--- src/rtl/uart_tx_buffered_pkg.sv ---
// uart_tx_buffered_pkg: UART constants shared by the transmitter and the receiver.
//   - tx_state_e      : frame FSM state encoding (IDLE, START, DATA, PARITY, STOP)
//   - DATA_BITS       : payload bits per frame
//   - symbol_edge_time: clock cycles per serial bit (integer CLOCK_FREQ / BAUD_RATE)
//   - bit_cnt_width   : width of a counter that spans one bit period
package uart_tx_buffered_pkg;

   localparam int unsigned DATA_BITS = 8;

   typedef enum logic [2:0] {
      StIdle   = 3'd0,
      StStart  = 3'd1,
      StData   = 3'd2,
      StParity = 3'd3,
      StStop   = 3'd4
   } tx_state_e;

   function automatic int unsigned symbol_edge_time(input int unsigned clock_freq,
                                                    input int unsigned baud_rate);
      return clock_freq / baud_rate;
   endfunction

   // A one-cycle bit period still needs a 1-bit counter to stay legal.
   function automatic int unsigned bit_cnt_width(input int unsigned set);
      return (set <= 1) ? 1 : $clog2(set);
   endfunction

endpackage

--- src/rtl/uart_tx_buffered_sync_fifo.sv ---
// sync_fifo: single-clock FIFO with registered occupancy count and fall-through head.
// Ports:
//   clk, reset      : clock, asynchronous active-high reset (pointers and count cleared)
//   push, wr_data   : write request and data (ignored while full)
//   pop             : remove the head entry (ignored while empty)
//   rd_data         : current head entry, valid whenever empty is low
//   full, empty     : occupancy flags derived from count
//   count           : number of stored entries, 0..DEPTH
module sync_fifo #(
   parameter int unsigned WIDTH = 8,
   parameter int unsigned DEPTH = 8
) (
   input  logic                     clk,
   input  logic                     reset,
   input  logic                     push,
   input  logic [WIDTH-1:0]         wr_data,
   input  logic                     pop,
   output logic [WIDTH-1:0]         rd_data,
   output logic                     full,
   output logic                     empty,
   output logic [$clog2(DEPTH):0]   count
);

   localparam int unsigned AW = $clog2(DEPTH);
   localparam logic [AW:0] FULL_CNT = (AW + 1)'(DEPTH);

   logic [WIDTH-1:0] r_mem [DEPTH];
   logic [AW-1:0]    r_wr_ptr;
   logic [AW-1:0]    r_rd_ptr;
   logic [AW:0]      r_count;
   logic             w_push;
   logic             w_pop;

   assign full    = (r_count == FULL_CNT);
   assign empty   = (r_count == '0);
   assign count   = r_count;
   assign rd_data = r_mem[r_rd_ptr];
   assign w_push  = push && !full;
   assign w_pop   = pop && !empty;

   // DEPTH is a power of two, so the pointers wrap naturally.
   always_ff @(posedge clk or posedge reset) begin
      if (reset) begin
         r_wr_ptr <= '0;
         r_rd_ptr <= '0;
         r_count  <= '0;
      end else begin
         if (w_push) r_wr_ptr <= r_wr_ptr + 1'b1;
         if (w_pop)  r_rd_ptr <= r_rd_ptr + 1'b1;
         case ({w_push, w_pop})
            2'b10:   r_count <= r_count + 1'b1;
            2'b01:   r_count <= r_count - 1'b1;
            default: r_count <= r_count;
         endcase
      end
   end

   always_ff @(posedge clk) begin
      if (w_push) r_mem[r_wr_ptr] <= wr_data;
   end

endmodule

--- src/rtl/uart_tx_buffered.sv ---
// uart_tx_buffered: 8N1 UART transmitter fed by a FIFO_DEPTH-entry byte buffer.
// Optional even parity bit between data bit 7 and stop when UART_TX_PARITY_EN is defined
// (11-bit frame); otherwise 10-bit frames with no parity logic.
// Ports:
//   clk, reset     : clock, asynchronous active-high reset (aborts frame, flushes buffer)
//   data_in        : byte to transmit
//   data_in_valid  : producer offers data_in
//   data_in_ready  : buffer can accept a byte (low during reset and while full)
//   serial_out     : registered UART line, idle high
//   fifo_count     : bytes buffered, excluding the frame in flight
//   busy           : frame on the line or buffer non-empty
module uart_tx_buffered
   import uart_tx_buffered_pkg::*;
#(
   parameter int unsigned CLOCK_FREQ = 50_000_000,
   parameter int unsigned BAUD_RATE  = 115200,
   parameter int unsigned FIFO_DEPTH = 8
) (
   input  logic                          clk,
   input  logic                          reset,
   input  logic [7:0]                    data_in,
   input  logic                          data_in_valid,
   output logic                          data_in_ready,
   output logic                          serial_out,
   output logic [$clog2(FIFO_DEPTH):0]   fifo_count,
   output logic                          busy
);

   localparam int unsigned SET = symbol_edge_time(CLOCK_FREQ, BAUD_RATE);
   localparam int unsigned CW  = bit_cnt_width(SET);
   localparam logic [CW-1:0] BIT_LAST = CW'(SET - 1);
   localparam logic [2:0]    IDX_LAST = 3'(DATA_BITS - 1);
   localparam logic [$clog2(FIFO_DEPTH):0] FULL_CNT = ($clog2(FIFO_DEPTH) + 1)'(FIFO_DEPTH);

   tx_state_e     r_state, w_state_next;
   logic [CW-1:0] r_bit_cnt, w_bit_cnt_next;
   logic [2:0]    r_idx, w_idx_next;
   logic [7:0]    r_shift, w_shift_next;
   logic          r_tx, w_tx_next;
   logic          r_ready_en;
   logic          w_bit_end;
   logic          w_push;
   logic          w_pop;
   logic          w_empty;
   logic          w_full;
   logic [7:0]    w_head;
   logic [$clog2(FIFO_DEPTH):0] w_count;
`ifdef UART_TX_PARITY_EN
   logic          r_parity, w_parity_next;
`endif

   sync_fifo #(
      .WIDTH (8),
      .DEPTH (FIFO_DEPTH)
   ) u_fifo (
      .clk     (clk),
      .reset   (reset),
      .push    (w_push),
      .wr_data (data_in),
      .pop     (w_pop),
      .rd_data (w_head),
      .full    (w_full),
      .empty   (w_empty),
      .count   (w_count)
   );

   // r_ready_en keeps ready low while reset is held and until the first edge after release.
   assign data_in_ready = r_ready_en && (w_count != FULL_CNT);
   assign w_push        = data_in_valid && data_in_ready;
   assign fifo_count    = w_count;
   assign serial_out    = r_tx;
   assign busy          = (r_state != StIdle) || !w_empty;
   assign w_bit_end     = (r_bit_cnt == BIT_LAST);

   always_comb begin
      w_state_next   = r_state;
      w_bit_cnt_next = r_bit_cnt;
      w_idx_next     = r_idx;
      w_shift_next   = r_shift;
      w_tx_next      = r_tx;
      w_pop          = 1'b0;
`ifdef UART_TX_PARITY_EN
      w_parity_next  = r_parity;
`endif
      case (r_state)
         StIdle: begin
            w_tx_next = 1'b1;
            if (!w_empty) w_pop = 1'b1;
         end
         StStart: begin
            if (w_bit_end) begin
               w_bit_cnt_next = '0;
               w_idx_next     = '0;
               w_tx_next      = r_shift[0];
               w_state_next   = StData;
            end else begin
               w_bit_cnt_next = r_bit_cnt + 1'b1;
            end
         end
         StData: begin
            if (w_bit_end) begin
               w_bit_cnt_next = '0;
               if (r_idx == IDX_LAST) begin
`ifdef UART_TX_PARITY_EN
                  w_tx_next    = r_parity;
                  w_state_next = StParity;
`else
                  w_tx_next    = 1'b1;
                  w_state_next = StStop;
`endif
               end else begin
                  w_idx_next   = r_idx + 3'd1;
                  w_shift_next = r_shift >> 1;
                  w_tx_next    = r_shift[1];
               end
            end else begin
               w_bit_cnt_next = r_bit_cnt + 1'b1;
            end
         end
`ifdef UART_TX_PARITY_EN
         StParity: begin
            if (w_bit_end) begin
               w_bit_cnt_next = '0;
               w_tx_next      = 1'b1;
               w_state_next   = StStop;
            end else begin
               w_bit_cnt_next = r_bit_cnt + 1'b1;
            end
         end
`endif
         StStop: begin
            if (w_bit_end) begin
               w_bit_cnt_next = '0;
               // Back-to-back frames: next start bit follows stop with no idle gap.
               if (!w_empty) w_pop = 1'b1;
               else          w_state_next = StIdle;
            end else begin
               w_bit_cnt_next = r_bit_cnt + 1'b1;
            end
         end
         default: begin
            w_state_next = StIdle;
            w_tx_next    = 1'b1;
         end
      endcase

      // Every pop launches a frame: latch the head byte and drive the start bit now.
      if (w_pop) begin
         w_shift_next   = w_head;
         w_bit_cnt_next = '0;
         w_idx_next     = '0;
         w_tx_next      = 1'b0;
         w_state_next   = StStart;
`ifdef UART_TX_PARITY_EN
         w_parity_next  = ^w_head;
`endif
      end
   end

   always_ff @(posedge clk or posedge reset) begin
      if (reset) begin
         r_state    <= StIdle;
         r_bit_cnt  <= '0;
         r_idx      <= '0;
         r_shift    <= '0;
         r_tx       <= 1'b1;
         r_ready_en <= 1'b0;
      end else begin
         r_state    <= w_state_next;
         r_bit_cnt  <= w_bit_cnt_next;
         r_idx      <= w_idx_next;
         r_shift    <= w_shift_next;
         r_tx       <= w_tx_next;
         r_ready_en <= 1'b1;
      end
   end

`ifdef UART_TX_PARITY_EN
   always_ff @(posedge clk or posedge reset) begin
      if (reset) r_parity <= 1'b0;
      else       r_parity <= w_parity_next;
   end
`endif

endmodule

--- config.mk ---
export PLATFORM = sky130hd
export DESIGN_NAME = uart_tx_buffered
export DESIGN_NICKNAME = d
export VERILOG_FILES = /design/src/rtl/uart_tx_buffered_pkg.sv /design/src/rtl/uart_tx_buffered_sync_fifo.sv /design/src/rtl/uart_tx_buffered.sv
export SDC_FILE = /design/constraint.sdc
export NUM_CORES = 1
export LEC_CHECK = 0
export CAP_MARGIN = 25
export CORE_MARGIN = 1.5
export CORE_UTILIZATION = 50
export DETAILED_ROUTE_END_ITERATION = 16
export PLACE_DENSITY = 0.67
export SLEW_MARGIN = 25
export SYNTH_ARGS = -nofsm -noshare
export SYNTH_HDL_FRONTEND = slang
export SYNTH_HIERARCHICAL = 1
export SYNTH_SLANG_ARGS = --single-unit
export TNS_END_PERCENT = 100
--- constraint.sdc ---
create_clock -name clk -period 5.2 [get_ports clk]
set_input_delay 1.04 -clock clk [delete_from_list [all_inputs] [get_ports clk]]
set_output_delay 1.04 -clock clk [all_outputs]
set_load 0.01 [all_outputs]
== Word-level counts from Yosys, hierarchy flattened ==
Memories as Yosys holds them, arrays and structs flattened.
Cells that the tools add are included.
Operators by class
  $add $sub $neg: 6
  multipliers: 0
  divide/modulo/power cells: 0
  order comparisons: 0
  eq/ne operators: 18
  shifts and indexed selects: 0
  muxes and demuxes: 30
  bitwise operators: 0
  reductions and logical operators: 20
Operator list (number)
  $mux 8: 4
  $mux 3: 10
  $mux 9: 3
  $ne 3x2->1 const B: 5
  $pmux 3 s4: 1
  $add 3x1->3 const B: 3
  $add 9x1->9 const B: 1
  $eq 9x9->1 const B: 1
  $mux 1: 8
  $pmux 4 s2: 1
  $reduce_bool 2->1: 4
  $eq 3x3->1 const B: 2
  $ne 2x1->1 const B: 3
  $pmux 3 s2: 1
  $reduce_and 3->1: 2
  $reduce_and 6->1: 1
  $reduce_bool 3->1: 2
  $add 4x1->4 const B: 1
  $eq 4x4->1 const B: 1
  $logic_and 1x1->1: 4
  $logic_not 4->1: 1
  $ne 4x4->1 const B: 1
  $reduce_and 4->1: 1
  $sub 4x1->4 const B: 1
  other kinds (11): 12
Word-level totals
  register bits: 35
  latch bits: 0
  bits in writable memories: 64
  ROM bits: 0
  input bits: 11
  output and inout bits: 7
  logic and storage cells: 84
  memories kept: 1
Memories
  u_fifo.r_mem: words 8, width 8, rd ports 1, clocked after Yosys merged registers in 0, wr ports 1, line uart_tx_buffered_sync_fifo.sv:27  | logic [WIDTH-1:0] r_mem [DEPTH];

== Logic depth before layout (Yosys ltp) ==
  depth after elaboration: 7
  gate-level depth with buffers: 14
  gate-level depth less buffers: 12

== Hierarchy ==
Netlist, hierarchy kept.
By module, submodules not included
  sync_fifo: times used 1, cells an instance 161, area each 3135.5 µm², sequential area each 2172.1 µm²
  uart_tx_buffered: times used 1, cells an instance 154, area each 1475.2 µm², sequential area each 626.9 µm²

== Least setup slack after synthesis ==
OpenSTA, ideal clock, no wires.
  kind: flip-flop to flip-flop
  start: register u_fifo.r_count[0] (netlist: u_fifo/count[0])
  end: register u_fifo.r_count[3] (netlist: u_fifo/count[3])
  setup time: 134 ps
  arrival time: 3416 ps
  required time: 5066 ps
  setup slack: 1651 ps
  cell stages (with the launch flop): 13
  buffers on the path: 1
  period minus slack after synthesis: 3549 ps
  path through: dfrtp_1 -> nor4_1 -> nor3_2 -> a31oi_2 -> buf_6 -> inv_1 -> o41ai_2 -> inv_1 -> ha_1 -> ha_1 -> or4b_2 -> o311ai_0 -> o211ai_1
Between the ends
  word-level cells in the longest chain between the ends: 7
  elaborated cells on any way between the ends: 18
  those cells by class: add/sub: 2; eq/ne: 4; mux: 4; reduce/logical: 8
Ends and longest elaborated chain
  start: declaration: line uart_tx_buffered_sync_fifo.sv:30  | logic [AW:0] r_count;
  start signal: assignment: line uart_tx_buffered_sync_fifo.sv:51  | 2'b10: r_count <= r_count + 1'b1;
  start signal: assignment: line uart_tx_buffered_sync_fifo.sv:52  | 2'b01: r_count <= r_count - 1'b1;
  start signal: assignment: line uart_tx_buffered_sync_fifo.sv:53  | default: r_count <= r_count;
  $logic_not 4->1 *: line uart_tx_buffered_sync_fifo.sv:35  | assign empty = (r_count == '0);
  via w_empty: line uart_tx_buffered.sv:44  | logic w_empty;
  $mux 1 *: line uart_tx_buffered.sv:88, uart_tx_buffered.sv:135
  $mux 1: line uart_tx_buffered.sv:132  | if (w_bit_end) begin
  $pmux 1 s2 *: line uart_tx_buffered.sv:85  | case (r_state)
  via w_pop: line uart_tx_buffered.sv:43  | logic w_pop;
  $logic_and 1x1->1 *: line uart_tx_buffered_sync_fifo.sv:39  | assign w_pop = pop && !empty;
  via u_fifo.w_pop: line uart_tx_buffered_sync_fifo.sv:32  | logic w_pop;
  $eq 2x1->1 or $eq 2x2->1 (tied branches): line uart_tx_buffered_sync_fifo.sv:50  | case ({w_push, w_pop})
  $pmux 4 s2 or $reduce_bool 2->1 (tied branches)
The timed path passes the listed nets; every way through them passes the cells marked *.
A chain may end at the register's enable or synchronous reset.

== Final worst setup path ==
Same ends and word-level chain as after synthesis.

==> reports/metrics.cfg <==
[worst_setup_path]
crit_slowest_cell = nor4_1
worstSetupStartpointType = flop
critical_path_peak_fanout = 18
crit_chain = nor4_1 > nor3_2 > a31oi_2 > buf_4 > inv_1 > o41ai_2 > inv_1 > ha_1 > ha_1 > or4b_2 > o311ai_0 > o211ai_1
critPathKind = reg2reg
crit_buf_inv = 3
r2r_cells = 12
r2r_slack_ns = 1.40
worstPathRequired_ns = 5.45
critPathArrivalTime_ns = 4.06
end_kind = flop
cp_top_family = simple AND/OR/NAND/NOR gates
r2r-start = u_fifo/count[0]
cpPeakStageDelay_ns = 0.75
reg2reg_to = u_fifo/count[3]

[global_routing]
antenna_found_initial = 0
track_usage_pct = 17.67
met2_usage_pct = 29.07
grtUsageMet3_pct = 4.255
grtUsageMet1_pct = 23.94
grt_pass1_vias = 2523
grt_pass1_wl_um = 13070
grt_max_degree = 26
grt.overflow.total = 0
busiest_layer = met2

[place]
place_hpwl_um = 5045
place.gp.congestion = 0.7323
dpl-instance-area_mm2 = 0.004816
io_buffers = 17

[layout]
num_antenna_cells = 0
multi_input_area_mm2 = 0.001637
drive_gt1_share_pct = 12.91
fill_cells = 667
regArea_mm2 = 0.002799
fin_area_mm2 = 0.005029
area_growth_pct = 9.153
fin_nets = 349

[die]
placementRows = 34
ios = 18
die_y_um = 98.99
die_width_um = 98.99
dieArea_mm2 = 0.009799
core_mm2 = 0.008806
initial_core_util_pct = 52.32

[synth]
syn-cell-area_mm2 = 0.004607
synth_warnings = 6
syn_inst = 314
postSynthAreaPerCell_um2 = 14.67
syn_nets = 335

[drt]
drc = 0
first_pass_iters = 5
vias = 2574
via_per_inst = 5.837
drt-total-wl_um = 7942
drt_iter0_drc = 139
wl_per_cell_um = 18.01
ant_nets = 0

[timing]
relSlewSlack_pct = 36.48
setup_viol = 0
worst_slew_pin_slew_ns = 0.9494
tns_ns = 0
fin_crit_ns = 3.805
drv_slew = 0
post-route-period-util_pct = 73.17
fmax_ghz = 0.2628
grt_setup_unrepaired = false
fin_skew_ns = 0.01699
hold_viol = 0

[cts]
cts_resized = 0
cts_root_buf = clkbuf_8
postCtsSetupBuffers = 0
cts_buffer_depth = 2
hold_buffers = 0
htreeDepth = 3
clkTransAtPathRegs_ns = 0.11
cts_tree = built
numCtsBuffers = 9
cts_sinks = 99
clk_latency_ns = 0.37

[power_and_ir_drop]
power_frac_seq_pct = 57.2
pwr-share-clk_pct = 29.6
p_leak_uw = 0.001866
vdd_drop_max_mv = 0.2223
power-per-cell-area_mw_per_mm2 = 336.4
swShare_pct = 28.57
power_switching_uw = 483.3
p_int_uw = 1208
power_frac_comb_pct = 13.1

[job]
cap_violations = 0

[worst_hold_path]
hp-start = r_shift[7]
holdPathStages = 2
min_to = r_shift[7]
worstHoldPathType = reg2reg

[outcome]
status = completed

## power by group through the flow
stage | combinational (uW) | sequential [uW] | clock, uW
finish | 222 | 968 | 501
global route | 246 | 982 | 545
CTS | 227 | 968 | 516
detailed placement | 225 | 986 | 0
global placement | 223 | 983 | 0
floorplan | 133 | 977 | 0
## worst register-to-register path, stage by stage (launching register included)
cell and delay [ns]:
dfrtp_1 0.49, nor4_1 0.75, nor3_2 0.19, a31oi_2 0.22, buf_4 0.24, inv_1 0.08, o41ai_2 0.08, inv_1 0.14
ha_1 0.30, ha_1 0.37, or4b_2 0.61, o311ai_0 0.12, o211ai_1 0.13
## registers in the layout, summed over array words and instances (netlist names)
register	count
r_shift	8
serial_out	1
u_fifo/count	4
r_state	3
r_ready_en	1
u_fifo/r_wr_ptr	3
r_idx	3
u_fifo/r_rd_ptr	3
r_bit_cnt	9
u_fifo/r_mem	64
## cell type report
type / count / area share (%)
tap: 108 / 2.687
timing repair buffer: 18 / 3.533
sequential: 99 / 55.66
clock buffer: 9 / 2.463
inverter: 18 / 1.344
clock inverter: 7 / 1.767
multi-input combinational: 182 / 32.55
## per-stage QoR
stage / power, uW / cells / setup slack (ns) / hold WS, ns / util, %
finish: 1692 / 441 / 1.395 / 0.5184 / 57.10
CTS: 1711 / 441 / 1.411 / 0.5211 / 57.10
global route: 1773 / 441 / 1.076 / 0.5446 / 57.10
floorplan: 1109 / 314 / 1.651 / 0.4748 / -
global placement: 1206 / 425 / 1.527 / 0.4910 / 54.69
detailed placement: 1211 / 425 / 1.420 / 0.4991 / 54.69
## metal layers
metal,up-vias,part of all wire (%)
met5,-,0
met4,0,0.91
met3,7,3.0
met2,42,49
met1,1274,47
li1,1251,-
## cells in the final DEF, fill, tap and decap left out, drive strengths merged, types with 2 or more instances in the layout
cell and instances:
a2111oi 2, a211oi 2, a21oi 13, a311oi 2, a31oi 2, a32o 2
and2 4, and3 3, clkbuf 9, clkdlybuf4s50 17, clkinv 4, dfrtp 34
edfxtp 64, ha 9, inv 21, mux2 10, mux2i 5, mux4 16
nand2 16, nand2b 6, nand3 12, nand3b 2, nand4 3, nor2 16
nor2b 2, nor3 4, nor3b 3, nor4 2, o211ai 3, o21ai 8
o22ai 5, o41ai 2, or3b 2, or4b 4, xnor2 5
## worst max path at each step
stage                     slack [ns]            start  cells past startpoint              end
final                           1.40  u_fifo/count[0]                     12  u_fifo/count[3]
after global routing            1.08  u_fifo/count[0]                     12  u_fifo/count[3]
after CTS                       1.41  u_fifo/count[0]                     12  u_fifo/count[3]
after detailed placement        1.42  u_fifo/count[0]                     12  u_fifo/count[3]
after global placement          1.53  u_fifo/count[0]                     12  u_fifo/count[3]
after floorplan                 1.65  u_fifo/count[0]                     12  u_fifo/count[3]
(Power assumes the default switching activity.)
